===== src/rtl/ahb_pkg.sv =====
// Shared AHB encodings, controller state enum and burst beat-count decode.
package ahb_pkg;

    localparam int unsigned BEAT_W    = 5;
    localparam int unsigned MAX_BEATS = 16;

    typedef enum logic [1:0] {
        HTRANS_IDLE   = 2'b00,
        HTRANS_BUSY   = 2'b01,
        HTRANS_NONSEQ = 2'b10,
        HTRANS_SEQ    = 2'b11
    } htrans_e;

    typedef enum logic [2:0] {
        BURST_SINGLE = 3'd0,
        BURST_INCR   = 3'd1,
        BURST_WRAP4  = 3'd2,
        BURST_INCR4  = 3'd3,
        BURST_WRAP8  = 3'd4,
        BURST_INCR8  = 3'd5,
        BURST_WRAP16 = 3'd6,
        BURST_INCR16 = 3'd7
    } hburst_e;

    typedef enum logic {
        HRESP_OKAY  = 1'b0,
        HRESP_ERROR = 1'b1
    } hresp_e;

    typedef enum logic [2:0] {
        ST_IDLE = 3'd0,
        ST_LOAD = 3'd1,
        ST_ADDR = 3'd2,
        ST_DATA = 3'd3,
        ST_ERR  = 3'd4,
        ST_DONE = 3'd5
    } ctrl_state_e;

    // INCR uses the requested length (0 means 1, clamped to 16); fixed bursts are implied by HBURST.
    function automatic logic [BEAT_W-1:0] total_beats(input logic [2:0] burst, input logic [4:0] len);
        logic [BEAT_W-1:0] beats;
        beats = BEAT_W'(1);
        unique case (hburst_e'(burst))
            BURST_SINGLE:              beats = BEAT_W'(1);
            BURST_INCR: begin
                if (len == 5'd0)
                    beats = BEAT_W'(1);
                else if (len > 5'(MAX_BEATS))
                    beats = BEAT_W'(MAX_BEATS);
                else
                    beats = BEAT_W'(len);
            end
            BURST_WRAP4,  BURST_INCR4:  beats = BEAT_W'(4);
            BURST_WRAP8,  BURST_INCR8:  beats = BEAT_W'(8);
            BURST_WRAP16, BURST_INCR16: beats = BEAT_W'(16);
            default:                   beats = BEAT_W'(1);
        endcase
        return beats;
    endfunction

endpackage


===== src/rtl/ahb_beat_counter.sv =====
// Latches the total beat count of a burst at accept and tracks the current beat.
module ahb_beat_counter
    import ahb_pkg::*;
(
    input  logic       HCLK,
    input  logic       rst,
    input  logic       load,
    input  logic [2:0] burst,
    input  logic [4:0] len,
    input  logic       advance,
    output logic       is_first,
    output logic       is_last
);

    logic [BEAT_W-1:0] count;
    logic [BEAT_W-1:0] total;

    // Count saturates at the burst length so a stray advance never wraps it.
    always_ff @(posedge HCLK) begin
        if (rst) begin
            count <= '0;
            total <= '0;
        end else if (load) begin
            count <= '0;
            total <= total_beats(burst, len);
        end else if (advance && (count != total)) begin
            count <= count + BEAT_W'(1);
        end
    end

    assign is_first = (count == '0);
    assign is_last  = (BEAT_W'(count + BEAT_W'(1)) == total);

endmodule


===== src/rtl/ahb_master_ctrl.sv =====
// AHB master transfer sequencer: one request at a time, split ADDR/DATA phases per beat.
// Optional HREADY-low timeout in the data/error phase is built when AHBM_TIMEOUT_EN is defined.
module ahb_master_ctrl
    import ahb_pkg::*;
#(
    parameter int unsigned ADDR_W = 8
`ifdef AHBM_TIMEOUT_EN
    ,
    parameter int unsigned TIMEOUT_CYCLES = 64
`endif
) (
    input  logic              HCLK,
    input  logic              rst,
    input  logic              req_valid,
    output logic              req_ready,
    input  logic [ADDR_W-1:0] req_addr,
    input  logic [2:0]        req_size,
    input  logic [2:0]        req_burst,
    input  logic              req_write,
    input  logic [4:0]        req_len,
    input  logic              HREADY,
    input  logic              HRESP,
    output logic [1:0]        HTRANS,
    output logic              HWRITE,
    output logic [ADDR_W-1:0] dp_addr,
    output logic [2:0]        dp_size,
    output logic [2:0]        dp_burst,
    output logic              dp_start,
    output logic              dp_next_beat,
    output logic              dp_store_read,
    output logic              done,
    output logic              error,
    output logic              busy
);

    ctrl_state_e state;
    logic        accept;
    logic        beat_ok;
    logic        is_first;
    logic        is_last;
    logic        to_hit;

    assign accept  = req_valid && req_ready && (state == ST_IDLE);
    assign beat_ok = (state == ST_DATA) && HREADY && (HRESP == HRESP_OKAY);

    // Datapath strobes act on the edge that completes the beat, so they follow HREADY directly.
    assign dp_store_read = beat_ok && !HWRITE;
    assign dp_next_beat  = beat_ok && !is_last;

    ahb_beat_counter u_beats (
        .HCLK     (HCLK),
        .rst      (rst),
        .load     (accept),
        .burst    (req_burst),
        .len      (req_len),
        .advance  (dp_next_beat),
        .is_first (is_first),
        .is_last  (is_last)
    );

`ifdef AHBM_TIMEOUT_EN
    localparam int unsigned TO_W = $clog2(TIMEOUT_CYCLES + 1);

    logic [TO_W-1:0] to_cnt;
    logic            to_wait;

    assign to_hit  = !HREADY && (to_cnt == TO_W'(TIMEOUT_CYCLES - 1));
    assign to_wait = !HREADY && !to_hit &&
                     (((state == ST_DATA) && (HRESP == HRESP_OKAY)) || (state == ST_ERR));

    // Any cycle that is not a plain wait (HREADY high, state change, timeout) restarts the count.
    always_ff @(posedge HCLK) begin
        if (rst || !to_wait)
            to_cnt <= '0;
        else
            to_cnt <= to_cnt + TO_W'(1);
    end
`else
    assign to_hit = 1'b0;
`endif

    always_ff @(posedge HCLK) begin
        if (rst) begin
            state     <= ST_IDLE;
            req_ready <= 1'b1;
            HTRANS    <= HTRANS_IDLE;
            HWRITE    <= 1'b0;
            dp_addr   <= '0;
            dp_size   <= '0;
            dp_burst  <= '0;
            dp_start  <= 1'b0;
            done      <= 1'b0;
            error     <= 1'b0;
            busy      <= 1'b0;
        end else begin
            dp_start <= 1'b0;
            done     <= 1'b0;
            error    <= 1'b0;
            unique case (state)
                ST_IDLE: begin
                    if (accept) begin
                        dp_addr   <= req_addr;
                        dp_size   <= req_size;
                        dp_burst  <= req_burst;
                        HWRITE    <= req_write;
                        dp_start  <= 1'b1;
                        busy      <= 1'b1;
                        req_ready <= 1'b0;
                        state     <= ST_LOAD;
                    end
                end
                ST_LOAD: begin
                    HTRANS <= is_first ? HTRANS_NONSEQ : HTRANS_SEQ;
                    state  <= ST_ADDR;
                end
                ST_ADDR: begin
                    if (HREADY) begin
                        HTRANS <= is_last ? HTRANS_IDLE : HTRANS_BUSY;
                        state  <= ST_DATA;
                    end
                end
                ST_DATA: begin
                    if (HRESP == HRESP_ERROR) begin
                        HTRANS <= HTRANS_IDLE;
                        state  <= ST_ERR;
                    end else if (HREADY) begin
                        if (is_last) begin
                            HTRANS <= HTRANS_IDLE;
                            done   <= 1'b1;
                            state  <= ST_DONE;
                        end else begin
                            HTRANS <= HTRANS_SEQ;
                            state  <= ST_ADDR;
                        end
                    end else if (to_hit) begin
                        HTRANS <= HTRANS_IDLE;
                        done   <= 1'b1;
                        error  <= 1'b1;
                        state  <= ST_DONE;
                    end
                end
                ST_ERR: begin
                    if (HREADY || to_hit) begin
                        done  <= 1'b1;
                        error <= 1'b1;
                        state <= ST_DONE;
                    end
                end
                ST_DONE: begin
                    busy      <= 1'b0;
                    req_ready <= 1'b1;
                    state     <= ST_IDLE;
                end
                default: begin
                    HTRANS    <= HTRANS_IDLE;
                    busy      <= 1'b0;
                    req_ready <= 1'b1;
                    state     <= ST_IDLE;
                end
            endcase
        end
    end

endmodule


===== config.mk =====
export PLATFORM = sky130hd
export DESIGN_NAME = ahb_master_ctrl
export DESIGN_NICKNAME = d
export VERILOG_FILES = /design/src/rtl/ahb_pkg.sv /design/src/rtl/ahb_beat_counter.sv /design/src/rtl/ahb_master_ctrl.sv
export SDC_FILE = /design/constraint.sdc
export NUM_CORES = 1
export LEC_CHECK = 0
export ABC_AREA = 1
export CAP_MARGIN = 20
export CORE_MARGIN = 2
export CORE_UTILIZATION = 30
export DETAILED_ROUTE_END_ITERATION = 8
export GPL_TIMING_DRIVEN = 0
export MAX_ROUTING_LAYER = met4
export PLACE_DENSITY = 0.56
export SYNTH_ARGS = -nofsm -noshare
export SYNTH_HDL_FRONTEND = slang
export SYNTH_HIERARCHICAL = 1
export SYNTH_SLANG_ARGS = --single-unit

===== constraint.sdc =====
create_clock -name HCLK -period 4.98 [get_ports HCLK]
set_input_delay 0.996 -clock HCLK [delete_from_list [all_inputs] [get_ports HCLK]]
set_output_delay 0.996 -clock HCLK [all_outputs]
set_load 0.005 [all_outputs]

; Yosys cells after proc, flatten, opt, wreduce, memory -nomap -nowiden
; Cells that the tools add are included.
; W data, S select, Z words.
[totals]
register_bits = 35
in_bits = 25
output_inout_bits = 24
wordCells = 90
[op_classes]
add_sub_neg = 1
n_lt_le_gt_ge = 1
n_eq_ne = 18
mux = 27
n_bitwise = 5
n_reduce_logical = 25
[ops]
columns = op, n
row1 = $pmux W5 S5, 1
row2 = $eq A3 B3 Y1 const B, 6
row3 = $mux W3, 6
row4 = $pmux W3 S5, 1
row5 = $eq A3 B2 Y1 const B, 4
row6 = $reduce_or A2 Y1, 6
row7 = $logic_not A5 Y1, 2
row8 = $mux W5, 2
row9 = $mux W1, 9
row10 = $mux W2, 4
row11 = $pmux W2 S4, 1
row12 = $logic_and A1 B1 Y1, 7
row13 = $eq A3 B1 Y1 const B, 2
row14 = $logic_not A3 Y1, 2
row15 = $ne A2 B2 Y1 const B, 3
row16 = $pmux W1 S2, 3
row17 = $add A5 B1 Y5 const B, 1
row18 = $eq A5 B5 Y1, 1
row19 = $gt A5 B5 Y1 const B, 1
row20 = $ne A5 B5 Y1, 1
row21 = $not A1 Y1, 5
row22 = $reduce_and A2 Y1, 2
row23 = $reduce_and A4 Y1, 1
row24 = $reduce_or A4 Y1, 1
row25 = other kinds (4), 5

; Longest topological paths before layout
; Gate-level depths: netlist of the first run.
[depth]
ltp_word = 6
depth_mapped = 14
depth_no_buf = 14

; Hierarchy
; The synthesis of the first run kept the hierarchy.
[modules_own_cells]
columns = mod, n_inst, cells_per_inst, area_each_um2, seq_area_each_um2
row1 = ahb_master_ctrl, 1, 149, 1124.8, 500.5
row2 = ahb_beat_counter, 1, 110, 725.7, 200.2

; Worst setup path before layout of the first run
; Ideal clock, no wire load.
[synth_timing]
path_kind = reg-to-output
from = register u_beats.count[0]
to = output port dp_next_beat
arrival_ns = 1.555
required_ns = 3.984
setup_slack_ns = 2.429
path_stages_with_launch = 10
path_buffers = 0
cell_sequence = dfxtp_1 inv_1 ha_1 xor2_1 nor2_1 nand3_1 nor3b_2 nor2_1 nand2_1 nor2_1
[synth_via]
elab_chain_len = 4
[synth_lines]
columns = item, line
row1 = from (decl), ahb_beat_counter.sv:15  ; logic [BEAT_W-1:0] count;
row2 = from (signal assigned), ahb_beat_counter.sv:27  ; count <= count + BEAT_W'(1);
row3 = $add A5 B1 Y5, ahb_beat_counter.sv:32  ; assign is_last = (BEAT_W'(count + BEAT_W'(1)) == total);
row4 = $eq A5 B5 Y1, ahb_beat_counter.sv:32
row5 = named net is_last, ahb_master_ctrl.sv:40  ; logic is_last;
row6 = $logic_not A1 Y1, ahb_master_ctrl.sv:48  ; assign dp_next_beat = beat_ok && !is_last;
row7 = $logic_and A1 B1 Y1, ahb_master_ctrl.sv:48
row8 = to (decl), ahb_master_ctrl.sv:29  ; output logic dp_next_beat,
; The timed path passes the listed nets, and every way through them passes these cells.

; Worst setup path in the final report of the first run
; Ends and elaborated chain as after synthesis.

==> results of run 1 <==
[critical path: cells and delay by family, from the launching register on]
kind                     cells  cell delay (ns)
XOR/XNOR                     1             0.15
adder cells (fa/ha/maj)      1             0.33
buffers and inverters        2             0.65
flip-flops                   1             0.46
AND/OR/NAND/NOR              6             0.75
[flip-flops by register name (all words and copies together), names as in the netlist]
| signal | count |
|---|---|
| HTRANS | 2 |
| dp_start | 1 |
| dp_burst | 3 |
| req_ready | 1 |
| done | 1 |
| u_beats/count | 5 |
| error | 1 |
| dp_addr | 8 |
| HWRITE | 1 |
| state | 3 |
| busy | 1 |
| u_beats/total | 5 |
| dp_size | 3 |
[power breakdown]
group	switching (mW)	total, mW	internal (mW)	leakage, nW
combinational	0.256	0.475	0.219	0.705
clock	0.105	0.266	0.162	0.0612
sequential	0.0482	0.392	0.343	0.286
total	0.409	1.13	0.724	1.05
[logic make-up (layout without fill, tap and decap cells)]
kind of cell	Yosys count	after routing
simple gates	145	145
compound gates	36	36
buf+inv	36	92
flops	35	35
xor+xnor	5	5
fa+ha+maj	2	2
[worst paths after layout]
kind / end / slack [ns] / cells after the start
setup reg to reg: u_beats/count[2] / 2.60 / 14
setup / recovery: dp_next_beat / 1.36 / 10
hold reg to reg: busy / 0.47 / 2
hold / removal: busy / 0.47 / 2
[cells in the mapped netlist (all sizes together)]
master,n,share of area
clkbuf,1,0.0020
nor3,2,0.0054
o21ai,10,0.027
nand2,85,0.20
inv,32,0.066
o22ai,1,0.0034
a31oi,1,0.0034
buf,3,0.016
o211ai,2,0.0081
nor2,30,0.073
o21bai,1,0.010
nor4,1,0.0034
o21a,1,0.0041
xnor2,2,0.0095
a21oi,20,0.072
ha,2,0.014
xor2,3,0.014
nand3,21,0.060
nor3b,1,0.0068
dfxtp,35,0.38
nand4,5,0.025
[routing by layer]
metal	wire [um]	GRT usage	part of all wire
met1	2130	0.186	0.50
met2	1780	0.193	0.42
met3	276	0.0446	0.065
met4	55	0.0443	0.013
met5	0	-	0
[through the flow]
stage,setup WS (ns),instances,hold WS (ns),power (mW),utilization
detailed placement,1.44,382,0.459,0.877,0.407
global placement,1.42,382,0.443,0.877,0.407
global route,1.12,390,0.488,1.23,0.427
floorplan,2.43,259,0.451,0.700,-
finish,1.36,390,0.470,1.13,0.427
CTS,1.32,390,0.472,1.15,0.427
[area by class of cell]
type / instances / area, um2 / share of cell area
buffer: 4 / 33.8 / 0.0133
clock buffer: 6 / 82.6 / 0.0325
clock inverter: 2 / 35.0 / 0.0138
inverter: 32 / 123 / 0.0482
multi-input combinational: 188 / 993 / 0.391
sequential: 35 / 701 / 0.276
tap: 75 / 93.8 / 0.0369
timing repair buffer: 48 / 480 / 0.189
==> out/qor.csv, run 1 <==
stage,metric,value,unit
drt,dr.pass1.iters,4,
critical_path,start_kind,flop,
drt,drt_wl_total,4240,um
synthesis,synth_area,1850,um2
layout,area_growth,37.4,%
power,power_density,446,nW/um2
hold_path,hp-class,reg2reg,
hold_path,hold_start,busy,
die,rows,28,
timing,period_needed,3.62,ns
global_routing,antenna_found_initial,0,
drt,drt_iter0_markers,76,
synthesis,ys_types,31,
placed_design,gp_congestion,0.882,
critical_path,cp.required,3.98,ns
timing,tightestPinTransition,0.530,ns
synthesis,synth_top_family_by_area,simple AND/OR/NAND/NOR gates,
synthesis,syn_nets,286,
drt,drc,0,
die,ios,49,
clocking,postCtsSetupBuffers,0,
critical_path,crit_chain,"inv_1, ha_1, xor2_1, nor2_1, nand3_1, nor3b_2, nor2_1, nand2_1, nor2_1, clkdlybuf4s50_1",
synthesis,synthCells,259,
timing,maxSlewHeadroom,0.646,
layout,mostFrequentLayoutCells,"nand2_1, clkdlybuf4s50_1, dfxtp_1, inv_1, nor2_1",
critical_path,critPathMaxStageDelay,0.55,ns
job,cap_violations,0,
clocking,cts_resized,0,
clocking,cts_root_buf,clkbuf_8,
die,initial_core_util,0.311,
critical_path,cp_common_cell,nor2_1,
clocking,cts.clk_slew.worst_paths,0.07,ns
layout,nets,341,
synthesis,synthXorXnorAreaFrac,0.0237,
synthesis,yosys.area_share.simple,0.371,
power,ir_worst_vdd,0.244,mV
die,die_x,82.5,um
drt,ant_nets,0,
power,p_leak,1.05,nW
layout,layout_commonest_cell,nand2_1,
synthesis,synth-compound-area-share,0.128,
placed_design,dp_hpwl,3300,um
timing,finalMaxSlewViolations,0,
clocking,cts_hold_repair.buffers,0,
drt,via_count,1761,
critical_path,r2r_start,u_beats/count[0],
timing,rsz0062_at_grt,no,
clocking,cts_tree,built,
critical_path,startpoint,u_beats/count[0],
timing,finalCritPeriodShare,0.727,
clocking,htree_levels,2,
layout,fillers,637,
synthesis,ys_warn_count,6,
global_routing,gr-total-overflow,0,
die,die_h,82.5,um
critical_path,path_class,reg2out,
synthesis,synthMuxAreaShare,0,
global_routing,grt_pass1_wl,7030,um
die,fp.coreArea,5960,um2
placed_design,io_buffers,48,
clocking,cts-buffers-inserted,5,
global_routing,grt_max_degree,17,
synthesis,synthAdderAreaFrac,0.0135,
critical_path,arrival,2.63,ns
placed_design,placed_area,2420,um2
timing,tns,0,ns
timing,setup_violations,0,
critical_path,crit_fanout,7,
timing,fmax,276,MHz
synthesis,seq_area_frac_synth,0.379,
drt,wl_per_cell,10.9,um
critical_path,crit_slowest_cell,clkdlybuf4s50_1,
clocking,cts_sinks,35,
critical_path,cp-end-kind,output port,
layout,drive_gt1_frac,0.165,
timing,fin_skew,0.00308,ns
layout,diodes,0,
drt,vias_per_cell,4.52,
layout,final_cell_area,2540,um2
global_routing,grt_pass1_vias,1558,
synthesis,syn_area_per_cell,7.14,um2
global_routing,gr-usage-all-layers,0.137,
outcome,outcome,"finished, final reports clean",
synthesis,synth-seq-cells,35,
clocking,clk_latency,0.29,ns
timing,hold_viol_final,0,
die,die-area,6810,um2
clocking,clockBufferDepth,2,
(Power assumes the default switching activity.)
==> inputs of run 2 (changes only) <==
clock period = 3.35 ns   (was 4.98 ns; I/O delays follow)
==> run 2 against run 1 <==
  * Critical path depth unchanged
  * Largest cell class unchanged
  * Register-to-register slack worse by 1.5 ns
  * Via count up 0.51%
  * Core utilization up 0.063 points
  * Sequential cell count unchanged
  * Count of clock-buffer cells in the layout unchanged
  * Clock skew about the same
  * Hold slack unchanged
  * Non-clock buffer count unchanged
  * Final cell count unchanged
  * First-iteration DRC count up 14%
==> out/qor.csv, run 2 (synthesis gave the netlist of run 1 again) <==
stage,metric,value,unit,change
outcome,outcome,"finished, final reports clean",,unchanged
critical_path,crit_chain,"inv_1, ha_1, xor2_1, nor2_1, nand3_1, nor3b_2, nor2_1, nand2_1, nor2_2, clkdlybuf4s50_1",,"was inv_1, ha_1, xor2_1, nor2_1, nand3_1, nor3b_2, nor2_1, nand2_1, nor2_1, clkdlybuf4s50_1"
timing,tns,0,ns,unchanged
drt,ant_nets,0,,unchanged
drt,wl_per_cell,10.9,um,about the same
clocking,cts_sinks,35,,unchanged
global_routing,grt_pass1_wl,7030,um,unchanged
hold_path,hold_start,busy,,unchanged
power,power_switching_share,0.361,,about the same
clocking,cts.clk_slew.worst_paths,0.07,ns,about the same
die,rows,28,,unchanged
power,p_sw,0.608,mW,was 0.409 mW
hold_path,hp-class,reg2reg,,unchanged
job,cap_violations,0,,unchanged
critical_path,arrival,2.47,ns,was 2.63 ns
critical_path,start_kind,flop,,unchanged
timing,hold_viol_final,0,,unchanged
critical_path,crit_slowest_cell,clkdlybuf4s50_1,,unchanged
power,share_comb_of_total_power,0.419,,about the same
die,die_x,82.5,um,unchanged
die,ios,49,,unchanged
clocking,cts_tree,built,,unchanged
timing,finalMaxSlewViolations,0,,unchanged
layout,largest_register,dp_addr,,unchanged
global_routing,grt_pass1_vias,1558,,unchanged
die,die-area,6810,um2,unchanged
layout,area_growth,37.6,%,was 37.4%
critical_path,path_class,reg2out,,unchanged
critical_path,cp-end-kind,output port,,unchanged
timing,tightestPinTransition,0.531,ns,was 0.530 ns
timing,fmax,319,MHz,
die,initial_core_util,0.311,,unchanged
timing,finalCritPeriodShare,0.936,,
global_routing,grt_max_degree,17,,unchanged
drt,drc,0,,unchanged
drt,drt_wl_total,4240,um,about the same
critical_path,critPathMaxStageDelay,0.44,ns,was 0.55 ns
drt,vias_per_cell,4.54,,was 4.52
clocking,cts-buffers-inserted,5,,unchanged
global_routing,gr-usage-all-layers,0.137,,unchanged
layout,drive_gt1_frac,0.171,,was 0.165
layout,largest_reg_flops,8,,unchanged
die,die_h,82.5,um,unchanged
critical_path,r2r_cells,14,,unchanged
global_routing,antenna_found_initial,0,,unchanged
power,ir_worst_vdd,0.363,mV,was 0.244 mV
timing,setup_violations,0,,unchanged
layout,layout_commonest_cell,nand2_1,,unchanged
layout,diodes,0,,unchanged
power,power_density,662,nW/um2,was 446 nW/um2
critical_path,cp.required,2.68,ns,was 3.98 ns
placed_design,gp_congestion,0.882,,unchanged
clocking,clockBufferDepth,2,,unchanged
power,seq_power_share,0.346,,about the same
drt,drt_iter0_markers,87,,was 76
critical_path,startpoint,u_beats/count[0],,unchanged
die,fp.coreArea,5960,um2,unchanged
drt,via_count,1770,,was 1761
placed_design,io_buffers,48,,unchanged
critical_path,crit_fanout,7,,unchanged
layout,nets,341,,unchanged
layout,mostFrequentLayoutCells,"nand2_1, clkdlybuf4s50_1, dfxtp_1, inv_1, nor2_1",,unchanged
hold_path,hold_depth,2,,unchanged
clocking,cts_root_buf,clkbuf_8,,unchanged
layout,finalCoreUtilization,0.428,,was 0.427
critical_path,cp_common_cell,nor2_1,,unchanged
timing,maxSlewHeadroom,0.646,,about the same
timing,fin_skew,0.00308,ns,about the same
placed_design,dp_hpwl,3300,um,unchanged
global_routing,gr-total-overflow,0,,unchanged
drt,dr.pass1.iters,4,,unchanged
clocking,htree_levels,2,,unchanged
clocking,clk_latency,0.29,ns,about the same
power,p_int,1.08,mW,was 0.724 mW
power,p_leak,1.05,nW,about the same
layout,top_regs,"dp_addr (8), u_beats/count (5), u_beats/total (5)",,unchanged
power,power_frac_clock,0.235,,about the same
timing,period_needed,3.14,ns,
critical_path,r2r_start,u_beats/count[0],,unchanged
run 2: cell counts in the layout (fill, tap and decap cells not counted):
No cell type changed its count.
run 2: what timing repair did:
action                                  CTS  global route
buffers inserted                          0             0
endpoints found under the setup margin    0             1
hold buffers                              0             0
resized for setup                         0             2
run 2: metrics by stage:
stage / cells / power, mW / hold slack [ns] / setup slack (ns) / instance area (um2)
after floorplan: 259 / 1.04 / 0.451 / 1.13 / 1850
after global placement: 382 / 1.30 / 0.443 / 0.345 / 2420
after detailed placement: 382 / 1.30 / 0.459 / 0.344 / 2420
after CTS: 390 / 1.71 / 0.472 / 0.0159 / 2540
after global routing: 390 / 1.82 / 0.488 / -0.00279 / 2550
final: 390 / 1.68 / 0.470 / 0.214 / 2550
run 2: power by group through the flow:
| stage | Combinational (mW) | Sequential, mW | Clock [mW] |
|---|---|---|---|
| 2_1_floorplan | 0.451 | 0.589 | 0 |
| 3_3_place_gp | 0.712 | 0.591 | 0 |
| 3_5_place_dp | 0.713 | 0.591 | 0 |
| 4_1_cts | 0.716 | 0.583 | 0.413 |
| 5_1_grt | 0.794 | 0.596 | 0.433 |
| 6_report | 0.707 | 0.582 | 0.396 |
run 2: metal layers:
metal / track usage / vias up / routed length (um) / part of all wire
met1: 0.186 / 776 / 2120 / 0.50
met2: 0.193 / 45 / 1790 / 0.42
li1: - / 941 / - / -
met5: - / - / 0 / 0
met3: 0.0446 / 8 / 277 / 0.065
met4: 0.0443 / 0 / 55 / 0.013
run 2: area by class of cell:
type	instances	area [um2]
plain buffers	4	33.8
clock buffers	6	82.6
clock inverters	2	35.0
fillers	636	3410
inverters	32	123
multi-input cells	188	996
flip-flops and latches	35	702
well taps	75	93.8
repair buffers	48	480
run 2: final timing paths:
check	endpoint	slack (ns)
worst max-delay path	dp_next_beat	0.21
worst min-delay path	busy	0.47
worst max register to register	u_beats/count[2]	1.08
worst min register to register	busy	0.47
run 2: worst max-delay path: cells and delay by family, from the launching register on:
family | cells | cell delay, ns
adders and majority gates | 1 | 0.33
DFF | 1 | 0.40
and+or+nand+nor | 6 | 0.79
buffers and inverters | 2 | 0.52
xor gates and xnor gates | 1 | 0.15
